==> src/rtl/simon_pkg.sv <==
// Shared types for the Simon controller.
// State encoding and per-state mode LED patterns.
package simon_pkg;

    typedef enum logic [2:0] {
        S_INIT,
        S_INPUT,
        S_PLAYBACK,
        S_REPEAT,
        S_DONE
    } state_t;

    localparam logic [2:0] MODE_INIT     = 3'b000;
    localparam logic [2:0] MODE_INPUT    = 3'b001;
    localparam logic [2:0] MODE_PLAYBACK = 3'b010;
    localparam logic [2:0] MODE_REPEAT   = 3'b100;
    localparam logic [2:0] MODE_DONE     = 3'b111;

    function automatic logic [2:0] mode_of(state_t s);
        logic [2:0] m;
        m = MODE_INIT;
        unique case (s)
            S_INIT:     m = MODE_INIT;
            S_INPUT:    m = MODE_INPUT;
            S_PLAYBACK: m = MODE_PLAYBACK;
            S_REPEAT:   m = MODE_REPEAT;
            S_DONE:     m = MODE_DONE;
            default:    m = MODE_INIT;
        endcase
        return m;
    endfunction

endpackage

==> src/rtl/simon_control_dwell_timer.sv <==
// Per-entry dwell counter for pattern display.
// Counts 0..PLAY_CYCLES-1, pulses expire on the last cycle.
module simon_dwell_timer #(
    parameter int PLAY_CYCLES = 4
) (
    input  logic clk,
    input  logic rst,
    input  logic restart,
    output logic expire
);

    localparam int W = (PLAY_CYCLES > 1) ? $clog2(PLAY_CYCLES) : 1;
    localparam logic [W-1:0] LAST = W'(PLAY_CYCLES - 1);

    logic [W-1:0] cnt_q;

    assign expire = (cnt_q == LAST);

    // Wrap after the last dwell cycle; restart aligns a fresh dwell.
    always_ff @(posedge clk) begin
        if (rst || restart || expire) begin
            cnt_q <= '0;
        end else begin
            cnt_q <= cnt_q + W'(1);
        end
    end

endmodule

==> src/rtl/simon_control.sv <==
// Simon game controller: FSM, press edge detect, entry count.
// Controls are decoded combinationally from state and press.
module simon_control
    import simon_pkg::*;
#(
    parameter int PLAY_CYCLES = 4,
    parameter int HARD_WIN    = 8
) (
    input  logic       clk,
    input  logic       rst,
    input  logic       valid,
    input  logic       curr_eq_last,
    input  logic       ptrn_eq_input,
    input  logic       is_legal,
    input  logic       curr_level,
    output logic       level_ld,
    output logic       first_ld,
    output logic       first_clr,
    output logic       last_ld,
    output logic       last_clr,
    output logic       curr_ld,
    output logic       curr_set,
    output logic       show_input,
    output logic       w_en,
    output logic [2:0] mode_leds
);

    localparam logic [5:0] HW = 6'(HARD_WIN);

    state_t     state_q, state_d, cur;
    logic       valid_q;
    logic       start_q, start_d;
    logic [5:0] count_q, count_d;
    logic       press, expire, restart, replay;

    // Reset forces INIT decoding so controls are valid while held.
    assign cur   = rst ? S_INIT : state_q;
    assign press = valid & ~valid_q & ~rst;

    // Next-state, count and control decode.
    always_comb begin
        state_d    = state_q;
        count_d    = count_q;
        replay     = 1'b0;
        level_ld   = 1'b0;
        first_ld   = 1'b0;
        first_clr  = 1'b0;
        last_ld    = 1'b0;
        last_clr   = 1'b0;
        curr_ld    = 1'b0;
        curr_set   = 1'b0;
        show_input = 1'b0;
        w_en       = 1'b0;
        mode_leds  = mode_of(cur);
        unique case (cur)
            S_INIT: begin
                level_ld  = 1'b1;
                first_clr = 1'b1;
                last_clr  = 1'b1;
                count_d   = '0;
                state_d   = S_INPUT;
            end
            S_INPUT: begin
                show_input = 1'b1;
                if (press && is_legal &&
                    (curr_level || count_q != 6'd63)) begin
                    w_en     = 1'b1;
                    last_ld  = 1'b1;
                    curr_ld  = 1'b1;
                    curr_set = 1'b1;
                    if (curr_level && count_q >= HW) begin
                        first_ld = 1'b1;
                    end else begin
                        count_d = count_q + 6'd1;
                    end
                    state_d = S_PLAYBACK;
                end
            end
            S_PLAYBACK: begin
                if (start_q && curr_eq_last) begin
                    curr_ld  = 1'b1;
                    curr_set = 1'b1;
                    state_d  = S_REPEAT;
                end else if (expire) begin
                    curr_ld = 1'b1;
                end
            end
            S_REPEAT: begin
                show_input = 1'b1;
                if (curr_eq_last) begin
                    state_d = S_INPUT;
                end else if (press) begin
                    curr_ld = 1'b1;
                    if (!ptrn_eq_input) begin
                        curr_set = 1'b1;
                        state_d  = S_DONE;
                    end
                end
            end
            S_DONE: begin
                if (start_q && curr_eq_last) begin
                    curr_ld  = 1'b1;
                    curr_set = 1'b1;
                    replay   = 1'b1;
                end else if (expire) begin
                    curr_ld = 1'b1;
                end
            end
            default: state_d = S_INIT;
        endcase
    end

    // A new dwell begins on state entry, replay, or after expiry.
    assign restart = rst | (state_d != state_q) | replay;
    assign start_d = restart | expire;

    // Controller state registers.
    always_ff @(posedge clk) begin
        if (rst) begin
            state_q <= S_INIT;
            count_q <= '0;
            valid_q <= 1'b0;
            start_q <= 1'b1;
        end else begin
            state_q <= state_d;
            count_q <= count_d;
            valid_q <= valid;
            start_q <= start_d;
        end
    end

    simon_dwell_timer #(
        .PLAY_CYCLES(PLAY_CYCLES)
    ) u_timer (
        .clk    (clk),
        .rst    (rst),
        .restart(restart),
        .expire (expire)
    );

endmodule

==> config.mk <==
export PLATFORM = sky130hd
export DESIGN_NAME = simon_control
export DESIGN_NICKNAME = d
export VERILOG_FILES = /design/src/rtl/simon_pkg.sv /design/src/rtl/simon_control_dwell_timer.sv /design/src/rtl/simon_control.sv
export SDC_FILE = /design/constraint.sdc
export NUM_CORES = 1
export LEC_CHECK = 0
export BUFFER_PORTS_ARGS = -buffer_cell sky130_fd_sc_hd__buf_2
export CORE_MARGIN = 8
export CORE_UTILIZATION = 40
export CTS_BUF_LIST = sky130_fd_sc_hd__clkbuf_2 sky130_fd_sc_hd__clkbuf_4 sky130_fd_sc_hd__clkbuf_8
export DETAILED_ROUTE_END_ITERATION = 7
export SYNTH_ARGS = -nofsm -noshare
export SYNTH_HDL_FRONTEND = slang
export SYNTH_SLANG_ARGS = --single-unit
==> constraint.sdc <==
create_clock -name clk -period 5.4 [get_ports clk]
set_input_delay 0.27 -clock clk [delete_from_list [all_inputs] [get_ports clk]]
set_output_delay 0.27 -clock clk [all_outputs]
set_load 0.03 [all_outputs]
==> impl_metrics.toml, run 1 <==
[global_route]
grt-ovfl-total = 0
grt_pass1_vias = 675
grt_pass1_wl_um = 3080
grt_antenna_before_repair = 0
grt_max_degree = 19
track_usage_pct = 10.8

[synth]
synth_fp_nets = 109
synthesis.area_um2 = 833
synth_seq_area_share_pct = 31.2
syn_avg_cell_area_um2 = 8.42
ys_ff_latch = 13
ys_types = 33
synth_cells = 99
ys_warn_count = 0

[floorplan]
coreArea_mm2 = 0.00196
io_pins = 19
die_x_um = 61.6
fp.dieH_um = 61.6
start_util_pct = 42.5
die_area_mm2 = 0.00380
fp-row-count = 16

[timing]
finalCritPeriodShare_pct = 47.5
hold_violations = 0
setup_viol_count_final = 0
fin_setup_tns_ns = 0
maxSlewViolCount = 0
whs_ns = 0.217
fmax_mhz = 390
rsz0062_at_grt = "false"
max_slew_margin_pct = 64.0
fin_skew_ns = 0.00804
worst_pin_slew_ns = 0.533
min_period_ns = 2.56

[place]
hpwl_um = 1360
gp_congestion = 0.824
portBuffers = 18

[clock_network]
cts_hold_buf = 0
htree_levels = 1
cts_tree = "built"
cts_setup_buffers = 0
cts.sinks = 13
clock_latency_ns = 0.28
numCtsBuffers = 3
clkTransAtPathRegs_ns = 0.08
post_cts_resized = 0
cts_root_buf = "clkbuf_4"
clockBufferDepth = 2

[worst_hold_path]
hold_depth = 2
hold_start = "valid"
hold_end = "valid_q"
hold_class = "input pin to flip-flop"

[detailed_routing]
via_count = 726
drtAntennaViolNets = 0
drt_wl_total_um = 1790
drt_iter0_drc = 18
wl_per_cell_um = 12.9
dr.pass1.iters = 4
drc_errors = 0
viasPerCell = 5.22

[power_and_ir_drop]
power_mw = 0.204
powerDensity_mw_per_mm2 = 220
p_leak_nw = 0.377
ir_worst_vdd_mv = 0.108

[critical_path]
crit_chain = "nor3b_1 -> o311ai_2 -> or3b_2 -> inv_1 -> a221o_1 -> buf_2"
max_stage_delay_ns = 0.57
cp-start-kind = "flip-flop"
r2r_slack_ns = 3.32
crit_path_top_delay_cell = "or3b_2"
cp.arrival_ns = 2.29
end_kind = "output port"
rr_endpoint = "count_q[5]"
rr_worst_depth = 5
worstPathMaxFanout = 6
critical_path_class = "flip-flop to output port"
cp.required_ns = 5.13
reg2reg_from = "state_q[0]"

[finish]
final_common_cell = "buf_2"
final_cell_mix = "buf_2, dfxtp_1, nor2_1"
drive_gt1_share_pct = 25.9
area_growth_pct = 11.3
diodes = 0
num-nets-final = 123

[status]
status = "complete, no violations"

[job]
drv_cap = 0
[how the worst max path moves through the flow]
| stage | start | end | slack [ns] | cells past startpoint |
|---|---|---|---|---|
| 6_report | valid_q | curr_ld | 2.84 | 6 |
| 5_1_grt | valid_q | curr_ld | 2.76 | 6 |
| 4_1_cts | valid_q | curr_ld | 2.86 | 6 |
| 3_5_place_dp | rst | curr_ld | 2.96 | 7 |
| 3_3_place_gp | rst | curr_ld | 3.09 | 7 |
| 2_1_floorplan | state_q[2] | curr_ld | 2.78 | 5 |
[stage by stage]
step | setup WS, ns | cells | util, % | instance area, µm²
after floorplan | 2.78 | 99 | - | 833
after global placement | 3.09 | 135 | 45.7 | 897
after detailed placement | 2.96 | 135 | 45.7 | 897
after CTS | 2.86 | 139 | 47.3 | 927
after global routing | 2.76 | 139 | 47.3 | 927
final | 2.84 | 139 | 47.3 | 927
[power by group]
part	internal [mW]	switching [mW]	total [mW]
registers	0.0989	0.00394	0.103
clock network	0.0337	0.0324	0.0662
logic	0.0134	0.0217	0.0351
total	0.146	0.0581	0.204
[synth_stat cells]
| cell | count | area share [%] |
|---|---|---|
| inv_1 | 6 | 2.7 |
| or3b_2 | 1 | 1.1 |
| nor3_1 | 5 | 3.0 |
| nand2_1 | 6 | 2.7 |
| a22o_1 | 2 | 2.1 |
| buf_6 | 2 | 2.7 |
| nand3_1 | 5 | 3.0 |
| a211oi_2 | 1 | 1.5 |
| nor2b_1 | 4 | 3.0 |
| nor4b_4 | 1 | 2.9 |
| ha_1 | 3 | 4.5 |
| o311ai_2 | 1 | 2.0 |
| dfxtp_1 | 13 | 31 |
| a221o_1 | 1 | 1.2 |
| a211oi_1 | 5 | 4.5 |
| a21oi_1 | 5 | 3.0 |
| o21ai_0 | 3 | 1.8 |
| clkbuf_1 | 4 | 1.8 |
| nor4b_1 | 1 | 1.1 |
| mux2_2 | 1 | 1.4 |
| buf_4 | 3 | 2.7 |
| nor3b_1 | 2 | 1.8 |
| or4_1 | 1 | 0.90 |
| a211o_2 | 1 | 1.2 |
| nand3b_1 | 1 | 0.90 |
| or2_2 | 1 | 0.75 |
| a31oi_1 | 1 | 0.75 |
| xnor2_1 | 5 | 5.3 |
| or3_1 | 1 | 0.75 |
| nand2b_1 | 1 | 0.75 |
| a21o_1 | 2 | 1.8 |
| nor2_1 | 8 | 3.6 |
| o31ai_1 | 2 | 1.8 |
[worst max-delay path, delay by kind of cell (launching register included)]
family,cells,cell delay [ns]
AOI/OAI and AO/OA,2,0.39
buffers and inverters,2,0.34
DFF,1,0.32
and+or+nand+nor,2,0.96
[routing by layer]
| layer | vias to the layer above | share of wire [%] | track usage, % |
|---|---|---|---|
| met5 | - | 0 | 0 |
| met2 | 24 | 43 | 15.7 |
| li1 | 372 | - | - |
| met1 | 326 | 47 | 13.5 |
| met4 | 0 | 1.3 | 4.87 |
| met3 | 4 | 9.1 | 4.59 |
[state kept, by name, summed over array words and instances (netlist names)]
| name | cells |
|---|---|
| count_q | 6 |
| u_timer.cnt_q | 2 |
| valid_q | 1 |
| start_q | 1 |
| state_q | 3 |
[layout make-up]
cell class                 count  area [µm²]
clock buffer                   4        30.0
fill                         210        1030
inverter                       6        22.5
multi-input combinational     71         490
sequential                    13         260
tap                           27        33.8
timing repair buffer          18        90.1
[logic make-up (layout without fill, tap and decap cells)]
logic type                 after synthesis  in the layout  synth area share, %
AOI/OAI and AO/OA                       24             24                 21.6
muxes                                    1              1                 1.35
adders and majority gates                3              3                 4.50
and+or+nand+nor                         38             38                 26.1
xor gates and xnor gates                 5              5                 5.26
DFF                                     13             13                 31.2
buffers and inverters                   15             28                 9.91
Note: power is estimated with default switching activity, not from simulation.
==> run 2: changes to the inputs <==
==> constraint.sdc (replaced) <==
create_clock -name clk -period 2.3 [get_ports clk]
set_input_delay 0.115 -clock clk [delete_from_list [all_inputs] [get_ports clk]]
set_output_delay 0.115 -clock clk [all_outputs]
set_load 0.03 [all_outputs]
==> impl_metrics.toml, run 2 (synthesis results as in run 1) <==
[status]
status = "complete, no violations"

[timing]
maxSlewViolCount = 0
finalCritPeriodShare_pct = 93.1
fmax_mhz = 467
layout_setup_ws_ns = 0.158
fin_setup_tns_ns = 0
setup_viol_count_final = 0
fin_skew_ns = 0.00243
hold_violations = 0
worst_pin_slew_ns = 0.560
min_period_ns = 2.14
max_slew_margin_pct = 62.1
rsz0062_at_grt = "false"

[clock_network]
clkTransAtPathRegs_ns = 0.09
cts_tree = "built"
cts_hold_buf = 0
cts.sinks = 13
cts_root_buf = "clkbuf_4"
clockBufferDepth = 2
clock_latency_ns = 0.29
htree_levels = 1
numCtsBuffers = 3

[worst_hold_path]
hold_end = "valid_q"
hold_depth = 2
hold_start = "valid"
hold_class = "input pin to flip-flop"

[floorplan]
coreArea_mm2 = 0.00196
start_util_pct = 42.5
die_area_mm2 = 0.00380
io_pins = 19
fp-row-count = 16
fp.dieH_um = 61.6
die_x_um = 61.6

[critical_path]
cp-start-kind = "flip-flop"
reg2reg_from = "valid_q"
rr_worst_depth = 5
cp.arrival_ns = 2.03
cp.required_ns = 2.18
end_kind = "output port"
worstPathMaxFanout = 5
r2r_slack_ns = 0.36
rr_endpoint = "u_timer.cnt_q[0]"
critical_path_class = "flip-flop to output port"

[power_and_ir_drop]
powerDensity_mw_per_mm2 = 490
power_mw = 0.483
p_leak_nw = 0.410
ir_worst_vdd_mv = 0.244

[place]
portBuffers = 18
preCtsSetupSlack_ns = 0.263
gp_congestion = 0.853
hpwl_um = 1520
place_area_um2 = 932

[finish]
nFillCells = 215
regMostFlops = "count_q"
largest_reg_flops = 6
diodes = 0
area_growth_pct = 18.3
final_cell_mix = "buf_2, dfxtp_1, nor2_1"
reg_top3 = "count_q (6), state_q (3), u_timer.cnt_q (2)"
drive_gt1_share_pct = 31.6
fin_area_um2 = 986
num-nets-final = 128
final_common_cell = "buf_2"

[detailed_routing]
dr.pass1.iters = 4
drc_errors = 0
viasPerCell = 5.28
drt_wl_total_um = 2000
drt_iter0_drc = 11
drtAntennaViolNets = 0
via_count = 761
wl_per_cell_um = 13.9

[global_route]
grt_antenna_before_repair = 0
grt_pass1_wl_um = 3510
grt_pass1_vias = 766
track_usage_pct = 12.7
grt_max_degree = 11
grt-ovfl-total = 0

[job]
drv_cap = 0
==> run 2: changes by cell type in the layout (fill, tap and decap cells not counted), sizes merged <==
cell,previous run,this run
clkbuf,4,3
clkinv,0,1
buf,18,23
==> run 2: critical path, cell delays in order, from the launching register on <==
cell and delay (ns):
dfxtp_1 0.41, ha_1 0.22, nand2_1 0.11, o311ai_4 0.29, or3b_4 0.20, inv_1 0.08
a221o_1 0.26, buf_2 0.18
==> run 2: cell type report <==
cell class | instances | area (µm²) | area share [%]
flip-flops and latches | 13 | 262 | 26.5
well taps | 27 | 33.8 | 3.43
clock inverters | 1 | 5.00 | 0.508
clock buffers | 3 | 22.5 | 2.28
repair buffers | 23 | 128 | 12.9
multi-input cells | 71 | 513 | 52.0
inverters | 6 | 22.5 | 2.28
==> run 2: what timing repair did <==
item                                    4_1_cts  5_1_grt
endpoints found under the setup margin        1        3
pin swaps                                     0        1
gates resized for setup                       2        2
buffers inserted                              0        1
==> run 2: where the power goes <==
group / switching (mW) / internal (mW) / total (mW)
registers: 0.00711 / 0.233 / 0.240
logic: 0.0565 / 0.0372 / 0.0938
clock network: 0.0852 / 0.0648 / 0.150
==> run 2: stage by stage <==
step | util [%] | hold slack, ns | std cells
floorplan | - | 0.243 | 99
global placement | 47.5 | 0.352 | 139
detailed placement | 47.5 | 0.352 | 139
CTS | 49.7 | 0.0485 | 143
global route | 50.3 | 0.0655 | 144
finish | 50.3 | 0.0721 | 144
==> run 2: how the worst max path moves through the flow <==
stage | to | slack (ns) | from
5_1_grt | curr_ld | 0.03 | count_q[1]
4_1_cts | curr_ld | 0.03 | count_q[1]
3_3_place_gp | curr_ld | 0.32 | rst
2_1_floorplan | curr_ld | 0.15 | state_q[2]
3_5_place_dp | curr_ld | 0.26 | rst
6_report | curr_ld | 0.16 | count_q[1]
==> run 2: metal layers <==
layer / up-vias / global-route usage (%) / share of wire, %
met5: - / 0 / 0
li1: 392 / - / -
met2: 17 / 19.4 / 46
met1: 347 / 14.1 / 43
met4: 0 / 7.79 / 2.3
met3: 5 / 5.64 / 8.7
